**src/rtl/fetch_pkg.sv**
```systemverilog
// Shared constants for the instruction fetch front end.
// Holds the default reset PC, the instruction word size and the bubble encoding.
package fetch_pkg;

   localparam logic [31:0] FETCH_RESET_PC = 32'h0000_0000;
   localparam int unsigned INSTR_BYTES    = 4;
   localparam logic [31:0] NOP_INSTR      = 32'h0000_0013;

   // What happens to a memory response arriving this cycle.
   typedef enum logic [1:0] {
      RSP_IDLE,
      RSP_PUSH,
      RSP_DROP
   } rspAction_e;

endpackage

```
**src/rtl/fetch_fifo.sv**
```systemverilog
// Synchronous instruction buffer holding {pc, instr} pairs in program order.
// Clear empties it in one cycle and overrides any push or pop in that cycle.
module fetch_fifo #(
   parameter int WIDTH       = 64,
   parameter int DEPTH       = 4,
   parameter int COUNT_WIDTH = $clog2(DEPTH + 1)
) (
   input  logic                   clk,
   input  logic                   rst,
   input  logic                   push,
   input  logic                   pop,
   input  logic                   clear,
   input  logic [WIDTH-1:0]       push_data,
   output logic [COUNT_WIDTH-1:0] count,
   output logic [WIDTH-1:0]       head
);

   localparam int PW = $clog2(DEPTH);

   logic [WIDTH-1:0]       r_mem [DEPTH];
   logic [PW-1:0]          r_rdPtr;
   logic [PW-1:0]          r_wrPtr;
   logic [COUNT_WIDTH-1:0] r_count;
   logic                   w_push;
   logic                   w_pop;

   assign w_pop  = pop && (r_count != '0) && !clear;
   assign w_push = push && ((r_count != COUNT_WIDTH'(DEPTH)) || w_pop) && !clear;

   always_ff @(posedge clk or posedge rst) begin
      if (rst) begin
         r_rdPtr <= '0;
         r_wrPtr <= '0;
         r_count <= '0;
      end else if (clear) begin
         r_rdPtr <= '0;
         r_wrPtr <= '0;
         r_count <= '0;
      end else begin
         if (w_push) r_wrPtr <= r_wrPtr + PW'(1);
         if (w_pop)  r_rdPtr <= r_rdPtr + PW'(1);
         r_count <= r_count + COUNT_WIDTH'(w_push) - COUNT_WIDTH'(w_pop);
      end
   end

   // Storage needs no reset; the count alone decides what is valid.
   always_ff @(posedge clk) begin
      if (w_push) r_mem[r_wrPtr] <= push_data;
   end

   assign count = r_count;
   assign head  = r_mem[r_rdPtr];

endmodule

```
**src/rtl/fetch_unit.sv**
```systemverilog
// Instruction fetch initiator: issues word-aligned requests under a credit limit,
// buffers in-order responses tagged with their PC, and flushes on redirect.
module fetch_unit
   import fetch_pkg::*;
#(
   parameter int                       ADDRESS_WIDTH = 32,
   parameter int                       DATA_WIDTH    = 32,
   parameter logic [ADDRESS_WIDTH-1:0] RESET_PC      = ADDRESS_WIDTH'(FETCH_RESET_PC),
   parameter int                       FIFO_DEPTH    = 4
) (
   input  logic                     clk,
   input  logic                     rst,
   output logic                     imem_req,
   output logic [ADDRESS_WIDTH-1:0] imem_addr,
   input  logic                     imem_ready,
   input  logic                     imem_rvalid,
   input  logic [DATA_WIDTH-1:0]    imem_rdata,
   input  logic                     redirect_valid,
   input  logic [ADDRESS_WIDTH-1:0] redirect_pc,
   output logic                     instr_valid,
   output logic [DATA_WIDTH-1:0]    instr,
   output logic [ADDRESS_WIDTH-1:0] instr_pc,
   input  logic                     instr_ready
);

   localparam int                       CW          = $clog2(FIFO_DEPTH + 1);
   localparam logic [ADDRESS_WIDTH-1:0] STEP        = ADDRESS_WIDTH'(INSTR_BYTES);
   localparam logic [ADDRESS_WIDTH-1:0] ALIGN_MASK  = ~ADDRESS_WIDTH'(3);
   localparam logic [ADDRESS_WIDTH-1:0] RESET_ALIGN = RESET_PC & ALIGN_MASK;
   localparam logic [CW:0]              DEPTH_LIMIT = (CW + 1)'(FIFO_DEPTH);

   logic [ADDRESS_WIDTH-1:0]            r_pc;
   logic [ADDRESS_WIDTH-1:0]            r_respPc;
   logic [CW-1:0]                       r_outstanding;
   logic [CW-1:0]                       r_dropCnt;
   logic [CW-1:0]                       w_fifoCount;
   logic [CW:0]                         w_inUse;
   logic [ADDRESS_WIDTH-1:0]            w_redirPc;
   logic [ADDRESS_WIDTH+DATA_WIDTH-1:0] w_head;
   logic                                w_accept;
   logic                                w_rspValid;
   logic                                w_push;
   logic                                w_pop;
   logic                                w_instrValid;
   rspAction_e                          w_rspAction;

   assign w_redirPc = redirect_pc & ALIGN_MASK;
   assign w_inUse   = {1'b0, r_outstanding} + {1'b0, w_fifoCount};
   assign imem_req  = !rst && !redirect_valid && (w_inUse < DEPTH_LIMIT);
   assign imem_addr = r_pc;
   assign w_accept  = imem_req && imem_ready;

   // A response with nothing outstanding is a protocol error and is ignored.
   always_comb begin
      w_rspAction = RSP_IDLE;
      if (imem_rvalid && (r_outstanding != '0)) begin
         w_rspAction = (r_dropCnt != '0) ? RSP_DROP : RSP_PUSH;
      end
   end

   assign w_rspValid   = (w_rspAction != RSP_IDLE);
   assign w_push       = (w_rspAction == RSP_PUSH) && !redirect_valid;
   assign w_instrValid = (w_fifoCount != '0);
   assign w_pop        = w_instrValid && instr_ready && !redirect_valid;

   always_ff @(posedge clk or posedge rst) begin
      if (rst) begin
         r_pc     <= RESET_ALIGN;
         r_respPc <= RESET_ALIGN;
      end else if (redirect_valid) begin
         r_pc     <= w_redirPc;
         r_respPc <= w_redirPc;
      end else begin
         if (w_accept) r_pc     <= r_pc + STEP;
         if (w_push)   r_respPc <= r_respPc + STEP;
      end
   end

   // Every request still in flight at a redirect belongs to the old stream.
   always_ff @(posedge clk or posedge rst) begin
      if (rst) begin
         r_outstanding <= '0;
         r_dropCnt     <= '0;
      end else begin
         r_outstanding <= r_outstanding + CW'(w_accept) - CW'(w_rspValid);
         if (redirect_valid) begin
            r_dropCnt <= r_outstanding - CW'(w_rspValid);
         end else if (w_rspAction == RSP_DROP) begin
            r_dropCnt <= r_dropCnt - CW'(1);
         end
      end
   end

   fetch_fifo #(
      .WIDTH       (ADDRESS_WIDTH + DATA_WIDTH),
      .DEPTH       (FIFO_DEPTH),
      .COUNT_WIDTH (CW)
   ) u_fifo (
      .clk       (clk),
      .rst       (rst),
      .push      (w_push),
      .pop       (w_pop),
      .clear     (redirect_valid),
      .push_data ({r_respPc, imem_rdata}),
      .count     (w_fifoCount),
      .head      (w_head)
   );

   assign instr_valid = w_instrValid;
   assign instr       = w_instrValid ? w_head[DATA_WIDTH-1:0] : '0;
   assign instr_pc    = w_instrValid ? w_head[ADDRESS_WIDTH+DATA_WIDTH-1:DATA_WIDTH] : '0;

endmodule

```
**config.mk**
```make
export PLATFORM = sky130hd
export DESIGN_NAME = fetch_unit
export DESIGN_NICKNAME = d
export VERILOG_FILES = /design/src/rtl/fetch_pkg.sv /design/src/rtl/fetch_fifo.sv /design/src/rtl/fetch_unit.sv
export SDC_FILE = /design/constraint.sdc
export NUM_CORES = 1
export LEC_CHECK = 0
export ABC_AREA = 1
export BUFFER_PORTS_ARGS = -buffer_cell sky130_fd_sc_hd__buf_2
export CAP_MARGIN = 20
export CORE_ASPECT_RATIO = 1.75
export CORE_MARGIN = 5
export CORE_UTILIZATION = 44
export CTS_CLUSTER_DIAMETER = 50
export DETAILED_ROUTE_END_ITERATION = 10
export PLACE_DENSITY = 0.67
export SYNTH_ARGS = -nofsm -noshare
export SYNTH_HDL_FRONTEND = slang
export SYNTH_SLANG_ARGS = --single-unit
```
**constraint.sdc**
```tcl
create_clock -name clk -period 6.2 [get_ports clk]
set_clock_uncertainty 0.2 [all_clocks]
set_input_delay 1.24 -clock clk [delete_from_list [all_inputs] [get_ports clk]]
set_output_delay 1.24 -clock clk [all_outputs]
set_load 0.05 [all_outputs]
```
==> metrics.txt <==
placed cell area 15700 um2; Final min period 4.74 ns; Post-CTS Resized 0; fin area 16700 um2; Peak supply drop 0.241 mV; initial antenna violation count 2; # H-tree levels 1; Yosys top cell by area edfxtp_1; f_max 211 MHz; cells on worst reg2reg path 12; Row Count 88; synth-to-layout area growth 14.5%; vias per inst 5.35; Yosys top cell area share 51.1%; GPL Wtd Cong 0.926; Synth async-reset ratio 22.7%; Num CTS Buffers 30; Clk Tree Root Cell clkbuf_16; Synth Instances 1469; Slew HR 34.3%; total power 7.09 mW; Clk Latency, worst-skew pair 0.57 ns; Logic pwr share 36.1%; period utilisation layout 76.4%; Avg WL per Cell 17.9 um; CTS tree done; proportion of layout cells with a drive suffix above 1 15.5%; count of pins over their slew limit 0; Core ar. 32900 um2; synthesized area 14600 um2; WL final 36600 um; Finished Core Util 50.7%; hold slack final 0.339 ns; Initial Utilization 44.3%; hold_buf cts 0; Final Hold Fails 0; fill count 2995; Endpoint, Worst Hold r_outstanding[2]; hold depth 1; Max Cap Violations 0; CTS sink count 321; setup violators final 0; r2r startpoint u_fifo.count[1]; synthesized area per cell 9.93 um2; layout net count 1702; CP endpoint kind output port; pwr dens 425 nW/um2; required time of the worst setup path 4.76 ns; Seq/Total Area, Yosys 63.6%; synth top area cells edfxtp_1, dfrtp_1, nor2_1; Die H 251 um; critical path type flop to output port; CP arrival 3.30 ns; number of synthesized flops with an enable pin 248; clk slew on worst S/H paths 0.06 ns; number of synthesized register bits 321; status complete, no violations; first-pass GRT wire length 57200 um; HP Start r_outstanding[1]; Die X 148 um; DRC 0; drt first pass iters 5; Max clock buf depth 3; Distinct cells, synth 38; maximum fanout along the worst path 62; Leakage 6.65 nW; via count 10900; internal power 4.09 mW; flop-to-flop setup slack 2.87 ns; P_sw 3.00 mW; most frequent cell after synthesis nor2_1; Worst Tran Pin Value 0.986 ns; DR iter-0 viols 648; postcts setup bufs 0; worst setup path startpoint u_fifo.r_rdPtr[0]; Clk network pwr share 25.2%; dpl hpwl 23200 um; die area 37000 um2; IO Pins 168; post-route ant nets 0; Hold Crit Class flop to flop; startpoint types flop; Overflow after GRT 0; ys flop type edfxtp_1; vias in the first global route 10700; Reg power frac 38.7%; GRT Total Usage 19.4%; largest net degree at the start of global routing 87; Post-synth top cells nor2_1, edfxtp_1, nand2_1; # port buffers 161; switching share of power 42.4%; Synth warnings 0; reg2reg end u_fifo.count[2]; RSZ-0062 raised after global routing false; TNS Setup 0 ns
==> cell usage in the layout, fill, tap and decap left out, types with 16 or more instances in the layout <==
cell       count
nor2_1       325
edfxtp_1     248
nand2_1      239
o21ai_0      166
buf_2        161
inv_1         93
a21oi_1       77
dfrtp_1       71
nand3_1       53
clkbuf_16     31
xor2_1        17
ha_1          16
==> kinds of logic (layout without fill, tap and decap cells) <==
group                    after synthesis  after routing  synth area share [%]
AND/OR/NAND/NOR                      673            673                  19.0
adder cells (fa/ha/maj)               18             18                  1.65
other                                  1              6                0.0257
AO/OA/AOI/OAI                        266            266                  9.56
buffers and inverters                166            332                  4.78
XOR/XNOR                              24             24                  1.44
flip-flops                           321            321                  63.6
==> how the worst max path moves through the flow <==
stage                          to  slack (ns)  depth (start not counted)
5_1_grt               instr_pc[7]        1.20                          5
4_1_cts                  instr[6]        1.40                          5
3_5_place_dp             instr[6]        2.01                          5
6_report             instr_pc[13]        1.46                          5
3_3_place_gp          instr_pc[7]        2.07                          5
2_1_floorplan  u_fifo.r_mem[0][0]        0.96                          7
==> power groups by stage <==
stage                     clock network, mW  logic, mW  registers, mW
after floorplan                           0       1.83           2.81
after global placement                    0       2.55           2.78
after detailed placement                  0       2.59           2.79
after CTS                              1.82       2.60           2.74
after global routing                   1.90       2.77           2.77
final                                  1.78       2.56           2.75
==> state kept, by name, indices dropped and copies added (netlist names) <==
signal / flops
r_dropCnt: 3
r_outstanding: 3
u_fifo.count: 3
u_fifo.r_mem: 248
imem_addr: 30
r_respPc: 30
u_fifo.r_wrPtr: 2
u_fifo.r_rdPtr: 2
==> critical path, cell delays in order, from the launching register on <==
cell	delay (ns)
dfrtp_4	0.68
inv_2	0.77
buf_4	0.49
o21ai_0	0.17
a21oi_1	0.24
buf_2	0.32
==> metrics by stage <==
stage          setup slack, ns  cells
5_1_grt                   1.20   2045
4_1_cts                   1.40   2043
2_1_floorplan            0.960   1472
3_5_place_dp              2.01   1987
6_report                  1.46   2045
3_3_place_gp              2.07   1987
==> layer usage <==
metal | up-vias | GRT usage [%] | share of wire [%]
li1 | 5234 | - | -
met1 | 5235 | 22.4 | 38
met2 | 381 | 35.5 | 53
met3 | 84 | 2.29 | 5.6
met4 | 0 | 9.20 | 4.3
met5 | - | 0 | 0
==> area by class of cell <==
type	instances	area (um2)	share of cell area, %
Multi-Input combinational cell	985	4650	27.9
Antenna cell	2	5.00	0.0300
Inverter	101	379	2.27
Clock buffer	43	851	5.10
Timing Repair Buffer	175	911	5.46
Tap cell	405	507	3.03
Sequential cell	321	9280	55.6
Clock inverter	13	111	0.667
No activity file was read; power rests on OpenSTA's default activity.
